==> src/rtl/mem_ram_pipelined.sv <==
// Single-port synchronous RAM with per-byte write enables, a fully pipelined read path
// of READ_LATENCY stages, a post-reset clearing sequence and out-of-range reporting.
module mem_ram_pipelined #(
   parameter int ADDR_WIDTH   = 4,
   parameter int DATA_WIDTH   = 32,
   parameter int DEPTH        = 16,
   parameter int READ_LATENCY = 1
) (
   input  logic                    clk,
   input  logic                    reset_n,
   input  logic                    en,
   input  logic                    we,
   input  logic [DATA_WIDTH/8-1:0] be,
   input  logic [ADDR_WIDTH-1:0]   address,
   input  logic [DATA_WIDTH-1:0]   data_in,
   output logic                    ready,
   output logic [DATA_WIDTH-1:0]   data_out,
   output logic                    valid_out,
   output logic                    err_out
);

   localparam int BE_W  = DATA_WIDTH / 8;
   localparam int IDX_W = (DEPTH > 1) ? $clog2(DEPTH) : 1;
   localparam logic [IDX_W-1:0]    LAST_IDX  = IDX_W'(DEPTH - 1);
   localparam logic [ADDR_WIDTH:0] DEPTH_EXT = (ADDR_WIDTH + 1)'(DEPTH);

   // Handshake: a request is accepted at a rising edge where en=1 and ready=1; a read
   // returns exactly READ_LATENCY edges later as a one-cycle valid_out pulse, in order.
   typedef enum logic {ST_INIT, ST_IDLE} state_t;

   state_t                  state;
   state_t                  state_nxt;
   logic [IDX_W-1:0]        init_cnt;
   logic [DATA_WIDTH-1:0]   mem [DEPTH];

   logic                    in_range;
   logic [IDX_W-1:0]        idx;
   logic                    wr_go;
   logic                    rd_go;
   logic [DATA_WIDTH-1:0]   rd_word;

   logic [READ_LATENCY-1:0] pv;
   logic [READ_LATENCY-1:0] pe;
   logic [DATA_WIDTH-1:0]   pd [READ_LATENCY];

   assign in_range = ({1'b0, address} < DEPTH_EXT);
   assign idx      = address[IDX_W-1:0];
   assign wr_go    = en & ready & we & in_range;
   assign rd_go    = en & ready & ~we;
   assign rd_word  = in_range ? mem[idx] : '0;

   always_comb begin
      state_nxt = state;
      case (state)
         ST_INIT: if (init_cnt == LAST_IDX) state_nxt = ST_IDLE;
         ST_IDLE: state_nxt = ST_IDLE;
         default: state_nxt = ST_INIT;
      endcase
   end

   always_ff @(posedge clk) begin
      if (!reset_n) begin
         state    <= ST_INIT;
         init_cnt <= '0;
         ready    <= 1'b0;
      end else begin
         state <= state_nxt;
         ready <= (state_nxt == ST_IDLE);
         if (state == ST_INIT && init_cnt != LAST_IDX)
            init_cnt <= init_cnt + 1'b1;
      end
   end

   // Storage carries no reset; the INIT sweep is what clears it.
   always_ff @(posedge clk) begin
      if (reset_n) begin
         if (state == ST_INIT) begin
            mem[init_cnt] <= '0;
         end else if (wr_go) begin
            for (int i = 0; i < BE_W; i++)
               if (be[i]) mem[idx][8*i +: 8] <= data_in[8*i +: 8];
         end
      end
   end

   // Data stages load only behind a valid, so the last stage holds the last returned word.
   always_ff @(posedge clk) begin
      if (!reset_n) begin
         pv <= '0;
         pe <= '0;
         for (int k = 0; k < READ_LATENCY; k++) pd[k] <= '0;
      end else begin
         pv[0] <= rd_go;
         pe[0] <= rd_go & ~in_range;
         if (rd_go) pd[0] <= rd_word;
         for (int k = 1; k < READ_LATENCY; k++) begin
            pv[k] <= pv[k-1];
            pe[k] <= pe[k-1];
            if (pv[k-1]) pd[k] <= pd[k-1];
         end
      end
   end

   assign valid_out = pv[READ_LATENCY-1];
   assign err_out   = pe[READ_LATENCY-1];
   assign data_out  = pd[READ_LATENCY-1];

endmodule

==> config.mk <==
export PLATFORM = sky130hd
export DESIGN_NAME = mem_ram_pipelined
export DESIGN_NICKNAME = d
export VERILOG_FILES = /design/src/rtl/mem_ram_pipelined.sv
export SDC_FILE = /design/constraint.sdc
export NUM_CORES = 1
export LEC_CHECK = 0
export BUFFER_PORTS_ARGS = -buffer_cell sky130_fd_sc_hd__buf_4
export CELL_PAD_IN_SITES_DETAIL_PLACEMENT = 1
export CELL_PAD_IN_SITES_GLOBAL_PLACEMENT = 1
export CORE_AREA = 3 3 236 238
export CTS_CLUSTER_SIZE = 16
export DETAILED_ROUTE_END_ITERATION = 12
export DIE_AREA = 0 0 239 241
export GPL_TIMING_DRIVEN = 0
export PLACE_DENSITY_LB_ADDON = 0.12
export SYNTH_ARGS = -nofsm -noshare
export SYNTH_HDL_FRONTEND = slang
export SYNTH_SLANG_ARGS = --single-unit
==> constraint.sdc <==
create_clock -name clk -period 7.49 [get_ports clk]
set_clock_uncertainty 0.15 [all_clocks]
set_input_delay 0 -clock clk [delete_from_list [all_inputs] [get_ports clk]]
set_output_delay 0 -clock clk [all_outputs]
set_load 0.005 [all_outputs]
-- Word level (Yosys, flattened, before mapping)
Memory sizes are Yosys's and may differ from the RTL's.
Cells that the tools add are included.
- bits in registers: 6
- RAM bits: 544
- input bits: 44
- memories: 2
- memories (name ; depth ; bits a word ; read ports ; clocked after Yosys merged registers in ; write ports ; RTL line ; RTL):
    mem ; 16 ; 32 ; 1 ; 0 ; 1 ; 34 ; logic [DATA_WIDTH-1:0] mem [DEPTH];
    pd ; 1 ; 32 ; 1 ; 0 ; 1 ; 44 ; logic [DATA_WIDTH-1:0] pd [READ_LATENCY];
- $add $sub $neg: 1
- equality and inequality tests: 2
- multiplexer cells: 34
- bitwise gates (word level): 5
- reductions and logical operators: 3
- operator list (kind ; number):
    $mux 32 ; 2
    $reduce_or 32->1 ; 2
    $mux 1 ; 29
    $mux 4 ; 2
    $add 4x1->4 const B ; 1
    $eq 4x4->1 const B ; 1
    $ne 4x4->1 const B ; 1
    $and 1x1->1 ; 3
    $not 1->1 ; 2
    $pmux 1 s2 ; 1
    $logic_and 1x1->1 ; 1

-- Depth between registers and ports, before layout
Gate-level depths: netlist of run 1.
- depth after elaboration: 8
- depth in mapped cells: 7

-- Worst setup path after synthesis of run 1
Ideal clock, no wire load.
- path kind: register -> register
- start point: register state (netlist name)
- end point: memory pd[0][0], enable pin
- setup time: 0.466 ns
- data arrival time: 2.750 ns
- required time: 6.874 ns
- slack: 4.125 ns
- stages on the path, launching flop included: 3
- buffers on the path: 0
- period minus slack after synthesis: 3.365 ns
- cells stage by stage: dfxtp_1 nand2_1 o21ai_0
- RTL lines (element ; RTL line):
    end: declaration ; 44

-- Final worst setup path of run 1
- start point: register state
- end point: memory mem[12][12], enable pin
- cells in the longest elaborated chain, start to end: 8
- elaborated cells on any way between the ends: 24
- classes of those cells: 21 x mux; 2 x bitwise; 1 x reduce/logical
- ends and longest elaborated chain (element ; RTL line ; RTL):
    start: declaration ; 31 ; state_t state;
    start signal: assignment ; 67 ; state <= state_nxt;
    $and 1x1->1 (2 in a row) ; - ;
    $mux 1 ; - ;
    $mux 1 ; 77 ; if (state == ST_INIT) begin
    $mux 1 ; 76 ; if (reset_n) begin
    $mux 1 (implied by the code) ; 81 ; if (be[i]) mem[idx][8*i +: 8] <= data_in[8*i +: 8];
    $reduce_or 32->1 (no source line) ; - ;
    $mux 4 (no source line) ; - ;
    end: declaration ; 34 ;
Several ways; a longest one is shown, not always the timed one.

==> metrics list, run 1 <==
- For the worst setup path, the data required time is 7530 ps.
- Initial standard-cell utilization of the core: 39.8%
- After floorplanning, the core was divided into 85 placement rows.
- Max-cap violations in this run came to 0.
- In this run, synthesis inferred 544 flip-flops with an integrated enable.
- Clk pwr share: 42.7%
- Total area of multi-input combinational cells: 0.00485 sq mm
- The startpoint identified for the worst register-to-register timing path is state.
* Mean instance size in the synthesized netlist: 20.9 sq um
* Worst endpoint data arrival time: 3120 ps
- Type of the worst min-delay path: input pin to flop
* Run status: complete, no violations
* Final-layout fill cell count: 4913
* Number of different library cells in the post-synthesis netlist: 39
- Leaving out fill and tap cells, the most frequent cells in the layout are 544 x sky130_fd_sc_hd__edfxtp_1, 128 x sky130_fd_sc_hd__mux4_2, 83 x sky130_fd_sc_hd__buf_4.
- Measured in cells, the most critical reg-to-reg path has a length of 6.
- DR WL/cell: 27.9 microns
- Of the available clock period, the critical path in the final layout requires 41.0%.
* Number of warnings issued by yosys: 0
- Cell type with the highest aggregate area in the netlist: sky130_fd_sc_hd__edfxtp_1
- Leading cell types by total area after synthesis: sky130_fd_sc_hd__edfxtp_1 76%, sky130_fd_sc_hd__mux4_2 13%, sky130_fd_sc_hd__nand3_1 1.5%, sky130_fd_sc_hd__nor3_1 1.2%, sky130_fd_sc_hd__a22oi_1 1.1%
- Fraction of power consumed by sequential logic: 53.0%
- 0 antenna diodes ended up in the layout.
- Hold depth: 4
- The routed design could run at a clock period as short as 3070 ps.
- Max Buffers Root-to-Sink: 3
* Final routed DRC violation total: 0
- Post-detailed-routing wire length: 54500 microns
- Clock Sinks: 550
* Post-DRT Antenna Nets: 0
* Worst Hold Launch: address[2]
- Pin count of the biggest net entering global routing: 21
* Met1 demand-to-capacity share in global routing: 27.4%
* Setup Total Neg Slack: 0 ps
- The most used flip-flop cell after synthesis is sky130_fd_sc_hd__edfxtp_1.
* Slew Limit Headroom: 9.38%
* Global route hottest layer: met2
* Unrepaired setup endpoints after global routing: no
* CTS-repair resized insts: 0
- The detailed router finished its first iteration with 806 violations.
- Drt first pass iters: 5
* Cell area after synthesis: 0.0214 sq mm
- Core Footprint: 0.0538 sq mm
* Final HPWL DP: 35800 microns
- Of the total power, the share spent switching nets is 20.4%.
* Slew Viols, Final: 0
- Maximum cell stage delay along the critical path: 1030 ps
- Most common cell after layout, fill and taps aside: sky130_fd_sc_hd__edfxtp_1
- Counting the buffers created by CTS gives 57.
- Worst-path cell chain: nand4_2, nor2_4, buf_12, mux2i_4, buf_6, nor3_1
- Via/cell ratio: 5.48
- Overall track demand over capacity in global routing: 19.5%
- In the synthesized netlist the async set-or-reset flop fraction comes to 0%.
* Ratio of cells with drive above 1 in the final layout: 32.7%
- The internal portion of the total power is 5080 uW.
- P per Cell Area: 251 mW/mm^2
- In the global route stage, met2 resource usage came out at 32.1%.
* Largest voltage drop on the vdd net: 192 uV
* Least-Margin Pin Slew: 1350 ps
* Global placer's final weighted congestion: 0.733
- Relative to the synthesized area, the layout overhead comes to 18.9%.
- After the flow finishes, the layout carries non-filler instances totaling 1949.
- The H-tree generated during clock tree synthesis spans 2 levels.
- At the end of the flow, the number of nets in the layout was 1259.
* Startpoint kind of the worst setup timing path: flop
- The die covers 0.0576 sq mm.
* Proportion of power drawn by combinational gates: 4.2%
* Lkg Pwr: 0.00910 uW
- Met3 track utilization from global routing: 3.30%
* Via count of the first global-routing pass: 11500
- The first global-routing pass estimated 80600 microns of wire.
* Later-pin clock latency in the skew report: 610 ps
* CP endpoint kind: flop
- Endpoint, Worst Hold: pd[0][30]
- Flop2flop setup slack: 4420 ps
- By startpoint and endpoint, the worst setup path is classified as flop to flop.
- The cell family contributing the most delay on the critical path is simple AND/OR/NAND/NOR gates.
* Number of placed cells counting well taps: 1814
- Sequential cells were found to cover 76.8% of the synthesized design area.
- Synthesis produced 1023 cells.
- CTS placed an instance of sky130_fd_sc_hd__clkbuf_16 at the clock tree root.
* Worst path slowest cell: sky130_fd_sc_hd__nor3_1
- Fmax: 0.325 GHz
* Hold violation count in the final report: 0
- Biggest fanout along the worst timing path: 10
- Across the whole layout, storage elements account for 0.0165 sq mm.
* Total buffers and inverters traversed by the critical path: 2
- Reg-to-reg critical path endpoint: mem[12][12]
* Residual overflow from global routing: 0
* Synth top area share: 76.2%
- The floorplan step set the die width to 239 microns.
- Number of nets produced by synthesis: 1068
* Number of port buffers: 76
- Clock tree from TritonCTS: built
- In this run, synthesis produced a sequential element count of 550.
- From bottom edge to top edge, the die measures 241 microns.
* Total net switching power: 1300 uW
- Final setup fails: 0
- After clock tree synthesis, the clock-pin slew on the worst setup and hold paths is 60 ps.
- Antenna violations before repair: 0
* Total vias in the final route: 10700
- Pin placement for this block handled 79 I/O pins.
- Hold is met by 110 ps.
-- state kept, by name, summed over array words and instances (netlist names) --
name       cells
init_cnt       4
mem          512
pd            32
state          1
valid_out      1
-- area by class of cell --
cell class                      instances  area share (%)
Sequential cell                       550            64.6
Buffer                                 65            1.46
Clock inverter                         29            1.01
Clock buffer                           69            5.94
Multi-Input combinational cell        406            19.0
Inverter                                2          0.0295
Timing Repair Buffer                  132            4.54
Tap cell                              696            3.42
-- stage by stage --
stage          instance area, sq um  worst slack, ps  utilization (%)  power [uW]
3_3_place_gp                  22900             1090             42.5        3690
5_1_grt                       25500             4240             47.4        6600
2_1_floorplan                 21400             4120                -        3590
3_5_place_dp                  23300             4260             43.3        3710
6_report                      25500             4420             47.4        6380
4_1_cts                       25500             4240             47.3        6460
-- Yosys cell counts, types with 8 or more instances --
cell type,number
sky130_fd_sc_hd__edfxtp_1,544
sky130_fd_sc_hd__nor2_1,8
sky130_fd_sc_hd__nand2_1,37
sky130_fd_sc_hd__nor3_2,12
sky130_fd_sc_hd__nor2b_1,8
sky130_fd_sc_hd__nor3_1,52
sky130_fd_sc_hd__mux4_2,128
sky130_fd_sc_hd__clkbuf_1,23
sky130_fd_sc_hd__nand3_1,64
sky130_fd_sc_hd__a22oi_1,32
sky130_fd_sc_hd__and2_1,31
sky130_fd_sc_hd__buf_2,26
-- worst max path at each step --
stage	from	endpoint	depth (start not counted)
after floorplan	state	pd[0][0]	2
after global placement	state	pd[0][28]	2
after detailed placement	state	mem[12][1]	6
after CTS	state	mem[12][2]	6
after global routing	state	mem[12][15]	6
final	state	mem[12][12]	6
-- timing repair --
| action | in CTS | in global routing |
|---|---|---|
| endpoints found under the hold margin | 543 | 0 |
| hold buffers | 37 | 0 |
| buffers inserted | 0 | 0 |
-- worst register-to-register path, cell delays in order, from the launching register on --
cell and delay, ps:
sky130_fd_sc_hd__dfxtp_1 500, sky130_fd_sc_hd__nand4_2 170, sky130_fd_sc_hd__nor2_4 240, sky130_fd_sc_hd__buf_12 210, sky130_fd_sc_hd__mux2i_4 160, sky130_fd_sc_hd__buf_6 200
sky130_fd_sc_hd__nor3_1 1030
-- power by group through the flow --
stage	logic (uW)	registers, uW	clock network (uW)
after floorplan	140	3450	0
after global placement	237	3450	0
after detailed placement	258	3450	0
after CTS	274	3390	2800
after global routing	289	3390	2930
final	270	3390	2730
-- layer usage --
metal	share of wire [%]	wire (microns)
met1	45	24300
met2	49	26900
met3	4.1	2240
met4	1.9	1050
met5	0	0
-- cells by family (layout without fill, tap and decap cells) --
logic type | Yosys count | in the layout | synth area share [%]
DFF | 550 | 550 | 76.8
and+or+nand+nor | 225 | 225 | 5.74
muxes | 137 | 137 | 14.2
buffers and inverters | 67 | 297 | 1.77
AOI/OAI and AO/OA | 40 | 40 | 1.33
xor gates and xnor gates | 2 | 2 | 0.0818
adders and majority gates | 1 | 1 | 0.0584
other | 1 | 1 | 0.0175
No activity file was read; power rests on OpenSTA's default activity.
==> inputs of run 2 (changes only) <==
ABC_AREA = 1   (was default)
CORE_AREA = 3 3 242 244   (was 3 3 236 238)
DIE_AREA = 0 0 245 247   (was 0 0 239 241)
clock period = 2.9 ns   (was 7.49 ns; I/O delays follow)
==> metrics list, run 2 <==
- Endpoint, Worst Hold: pd[0][1]
* Final setup fails: 32 (+32)
- Lkg Pwr: 0.00916 uW (+0.64%)
* Most frequent cells in the layout: 544 x sky130_fd_sc_hd__edfxtp_1, 400 x sky130_fd_sc_hd__nor2_1, 269 x sky130_fd_sc_hd__o21ai_0
- The sequential cell area fraction in the yosys report came to 73.1% (-3.7 points).
* Cell type with the highest aggregate area in the netlist: sky130_fd_sc_hd__edfxtp_1
- Nets: 2038 (+62%)
- The wire length of the first global-routing pass was 109000 microns (+36%).
- The CTS clock-pin slew for the worst setup and hold paths came to 60 ps (about the same).
- The peak ir drop on the vdd network is 444 uV (+130%).
- The startpoint identified for the worst hold timing path is en.
- Number of placed cells counting well taps: 2654 (+46%)
* Antenna violations before repair: 3 (+3)
- The synthesized-area fraction occupied by xor and xnor cells came to 0% (-0.082 points).
- The max capacitance violation total is 0 (unchanged).
- The multiplexer share of the synthesized area came to 0% (-14 points).
- Worst slack after detailed placement: -363 ps (-4630 ps)
- The violation count after the first detailed-route iteration came to 1387 (+72%).
- Total vias in the final route: 15400 (+44%)
- The register bit count reported by yosys came to 550 (unchanged).
- The warning count from the yosys run came to 0 (unchanged).
- The final weighted congestion in routability-driven placement is 0.890 (+21%).
* Via/cell ratio: 5.49 (+0.23%)
- The fill cell total of the finished layout was 5834 (+19%).
- The signal arrival time at the worst endpoint came to 3210 ps (+90 ps).
* Least-Margin Pin Slew: 1280 ps (-74.0 ps)
* Startpoint kind of the worst setup timing path: flop
* Worst setup margin: -206 ps (-4620 ps)
* Crit Path Category: flop to flop
- P per Cell Area: 661 mW/mm^2 (+160%)
- The cell count after synthesis is 1822 (+78%).
- The headroom to the max-slew limit was 15.0% (+5.6 points).
- Shortest clock period the worst path allows after layout: 3110 ps (+32.4 ps)
* Number of enable flip-flop cells after synthesis: 544 (unchanged)
- The detailed-route wire length per cell was 27.3 microns (-2.3%).
- The final-report hold violation count is 0 (unchanged).
* Most common cell after layout, fill and taps aside: sky130_fd_sc_hd__edfxtp_1
- Reg-to-reg critical path endpoint: mem[7][4]
- Run status: finished, violations left
- Final Cycle Share: 107% (+66 points)
- Via count of the first global-routing pass: 15800 (+37%)
- Drt first pass iters: 5 (unchanged)
- Number of different library cells in the post-synthesis netlist: 29 (-26%)
- Main combinational cell family by area after synthesis: simple AND/OR/NAND/NOR gates
- The most used flip-flop cell after synthesis is sky130_fd_sc_hd__edfxtp_1.
- The fraction of the mapped netlist area in simple logic gates came to 12.2% (+6.4 points).
- By count the netlist is led by 544 x sky130_fd_sc_hd__edfxtp_1, 457 x sky130_fd_sc_hd__nor2_1, 269 x sky130_fd_sc_hd__o21ai_0, 85 x sky130_fd_sc_hd__nand3_1, 85 x sky130_fd_sc_hd__o211ai_1.
- Core Footprint: 0.0565 sq mm (+5.0%)
- Boundary Pins: 79 (unchanged)
* FF-to-FF path depth: 7 (+1)
- The area fraction of the dominant cell type after synthesis was 72.6% (-3.6 points).
- Flop2flop setup slack: -210 ps (-4620 ps)
- Post-detailed-routing wire length: 76400 microns (+40%)
- The leftover overflow at the end of global routing came to 0 (unchanged).
- The average cell area after synthesis came to 12.3 sq um (-41%).
- Leading cell types by total area after synthesis: sky130_fd_sc_hd__edfxtp_1 73%, sky130_fd_sc_hd__nor2_1 7.6%, sky130_fd_sc_hd__o21ai_0 6.0%, sky130_fd_sc_hd__o211ai_1 2.8%, sky130_fd_sc_hd__nand3_1 1.9%
* Library cell used as clock root buffer: sky130_fd_sc_hd__clkbuf_16
* Biggest fanout along the worst timing path: 16 (+6)
- The final routed DRC violation total came to 0 (unchanged).
* Row cnt: 87 (+2.4%)
- Pin count of the biggest net entering global routing: 20 (-4.8%)
* Later-pin clock latency in the skew report: 630 ps (+20 ps)
- The number of nets still failing antenna checks after routing came to 0 (unchanged).
- Failing checks: negative setup slack
* Count leader, synth: sky130_fd_sc_hd__edfxtp_1
- The H-tree level count was 2 (unchanged).
- Unrepaired setup endpoints after global routing: yes
- The post-CTS setup buffer count is 0 (unchanged).
- Fmax: 0.322 GHz (-1.0%)
- The die footprint was 0.0605 sq mm (+5.1%).
* Vertical extent of the die: 247 microns (+2.5%)
- The post-synthesis share of cell area spent on full adders, half adders and majority gates came to 0.0556% (-0.0028 points).
- The fraction of registers with async set or reset after synthesis came to 0% (unchanged).
- Overall track demand over capacity in global routing: 25.3% (+5.9 points)
- TritonCTS built the clock tree.
- The count of final max-slew check failures was 0 (unchanged).
- The startpoint identified for the worst register-to-register timing path is state.
- Cell area after synthesis: 0.0225 sq mm (+5.0%)
* Die Wd: 245 microns (+2.5%)
- Number of port buffers: 75 (-1.3%)
- Ratio of cells with drive above 1 in the final layout: 16.1% (-17 points)
- The number of clock sinks seen by CTS was 550 (unchanged).
- The deepest clock path buffer count came to 3 (unchanged).
- In the final layout, the registers with the most flip-flops are mem x512, pd x32, init_cnt x4.
- Layout overhead on the synthesized area: 17.9%
* CP endpoint kind: flop
- Required time worst endpoint: 3010 ps (-4520 ps)
* Number of nets produced by synthesis: 1867 (+75%)
* Hold depth: 4 (unchanged)
- The final instance count without filler cells is 2797 (+44%).
* Largest register FFs: 512 (unchanged)
- The worst hold path belongs to the class input pin to flop.
- The initial cell density of the core came to 39.8% (about the same).
- Final HPWL DP: 52200 microns (+46%)
- Area fraction in compound gates after synthesis: 10.8% (+9.5 points)
- Number of buffers created by CTS: 59 (+3.5%)
* Register containing the most flip-flops in the final layout: mem
-- run 2: cell types whose count changed after synthesis, moves of 51 or more --
cell	delta
sky130_fd_sc_hd__inv_1	+73
sky130_fd_sc_hd__mux4_2	-128
sky130_fd_sc_hd__nor2_1	+449
sky130_fd_sc_hd__nor3_1	-51
sky130_fd_sc_hd__o211ai_1	+85
sky130_fd_sc_hd__o21ai_0	+268
-- run 2: final cells by class --
type,count,area [sq um],share of cell area (%)
clock buffer,74,1630,6.13
inverter,81,312,1.17
clock inverter,33,303,1.14
timing repair buffer,110,923,3.48
multi-input combinational,1075,5410,20.4
sequential,550,16500,62.0
antenna,2,5.00,0.0189
tap,756,946,3.57
buffer,116,553,2.08
-- run 2: through the flow --
stage	TNS [ps]	util [%]	total power (uW)	hold slack (ps)	instance area, sq um
detailed placement	-103620	42.5	10000	142	24000
global placement	-65220	42.5	9970	123	24000
global route	-15930	46.9	18000	47.5	26500
finish	-4940	47.0	17500	70.1	26500
floorplan	0	-	9500	109	22500
CTS	-24740	46.7	17600	37.6	26400
-- run 2: timing repair --
item	CTS	global route
hold buffers	34	0
hold endpoints to repair	531	0
endpoints found under the setup margin	448	497
gates resized for setup	23	52
-- run 2: how the worst max path moves through the flow --
stage	start	endpoint	slack (ps)	cells after the start
finish	state	mem[7][4]	-210	7
detailed placement	state	mem[14][1]	-360	7
CTS	state	mem[15][3]	-300	7
floorplan	state	mem[0][0]	730	8
global route	state	mem[9][5]	-340	7
global placement	state	mem[2][27]	-310	7
-- run 2: logic make-up after synthesis --
| logic type | Yosys count |
|---|---|
| adders and majority gates | 1 |
| AOI/OAI and AO/OA | 428 |
| and+or+nand+nor | 645 |
| DFF | 550 |
| buffers and inverters | 197 |
| other | 1 |
-- run 2: worst max-delay path, stage by stage (launching register included) --
cell and delay (ps):
sky130_fd_sc_hd__dfxtp_1 390, sky130_fd_sc_hd__nand2_1 110, sky130_fd_sc_hd__nor2_4 210, sky130_fd_sc_hd__o21ai_4 150, sky130_fd_sc_hd__nand2_4 160, sky130_fd_sc_hd__inv_1 290, sky130_fd_sc_hd__buf_2 360, sky130_fd_sc_hd__nor2_1 910
-- run 2: report_power, final --
part / internal [uW] / switching [uW] / total (uW)
combinational: 319 / 814 / 1130
sequential: 8740 / 28.0 / 8760
clock: 4460 / 3170 / 7630
-- run 2: metal layers --
metal / global-route usage [%] / part of all wire [%] / wire length (microns) / vias to the layer above
li1: - / - / - / 6843
met1: 35.5 / 44 / 33900 / 7905
met2: 40.2 / 46 / 35100 / 497
met3: 4.90 / 6.9 / 5240 / 116
met4: 7.59 / 2.8 / 2170 / 0
met5: 0 / 0 / 0 / -
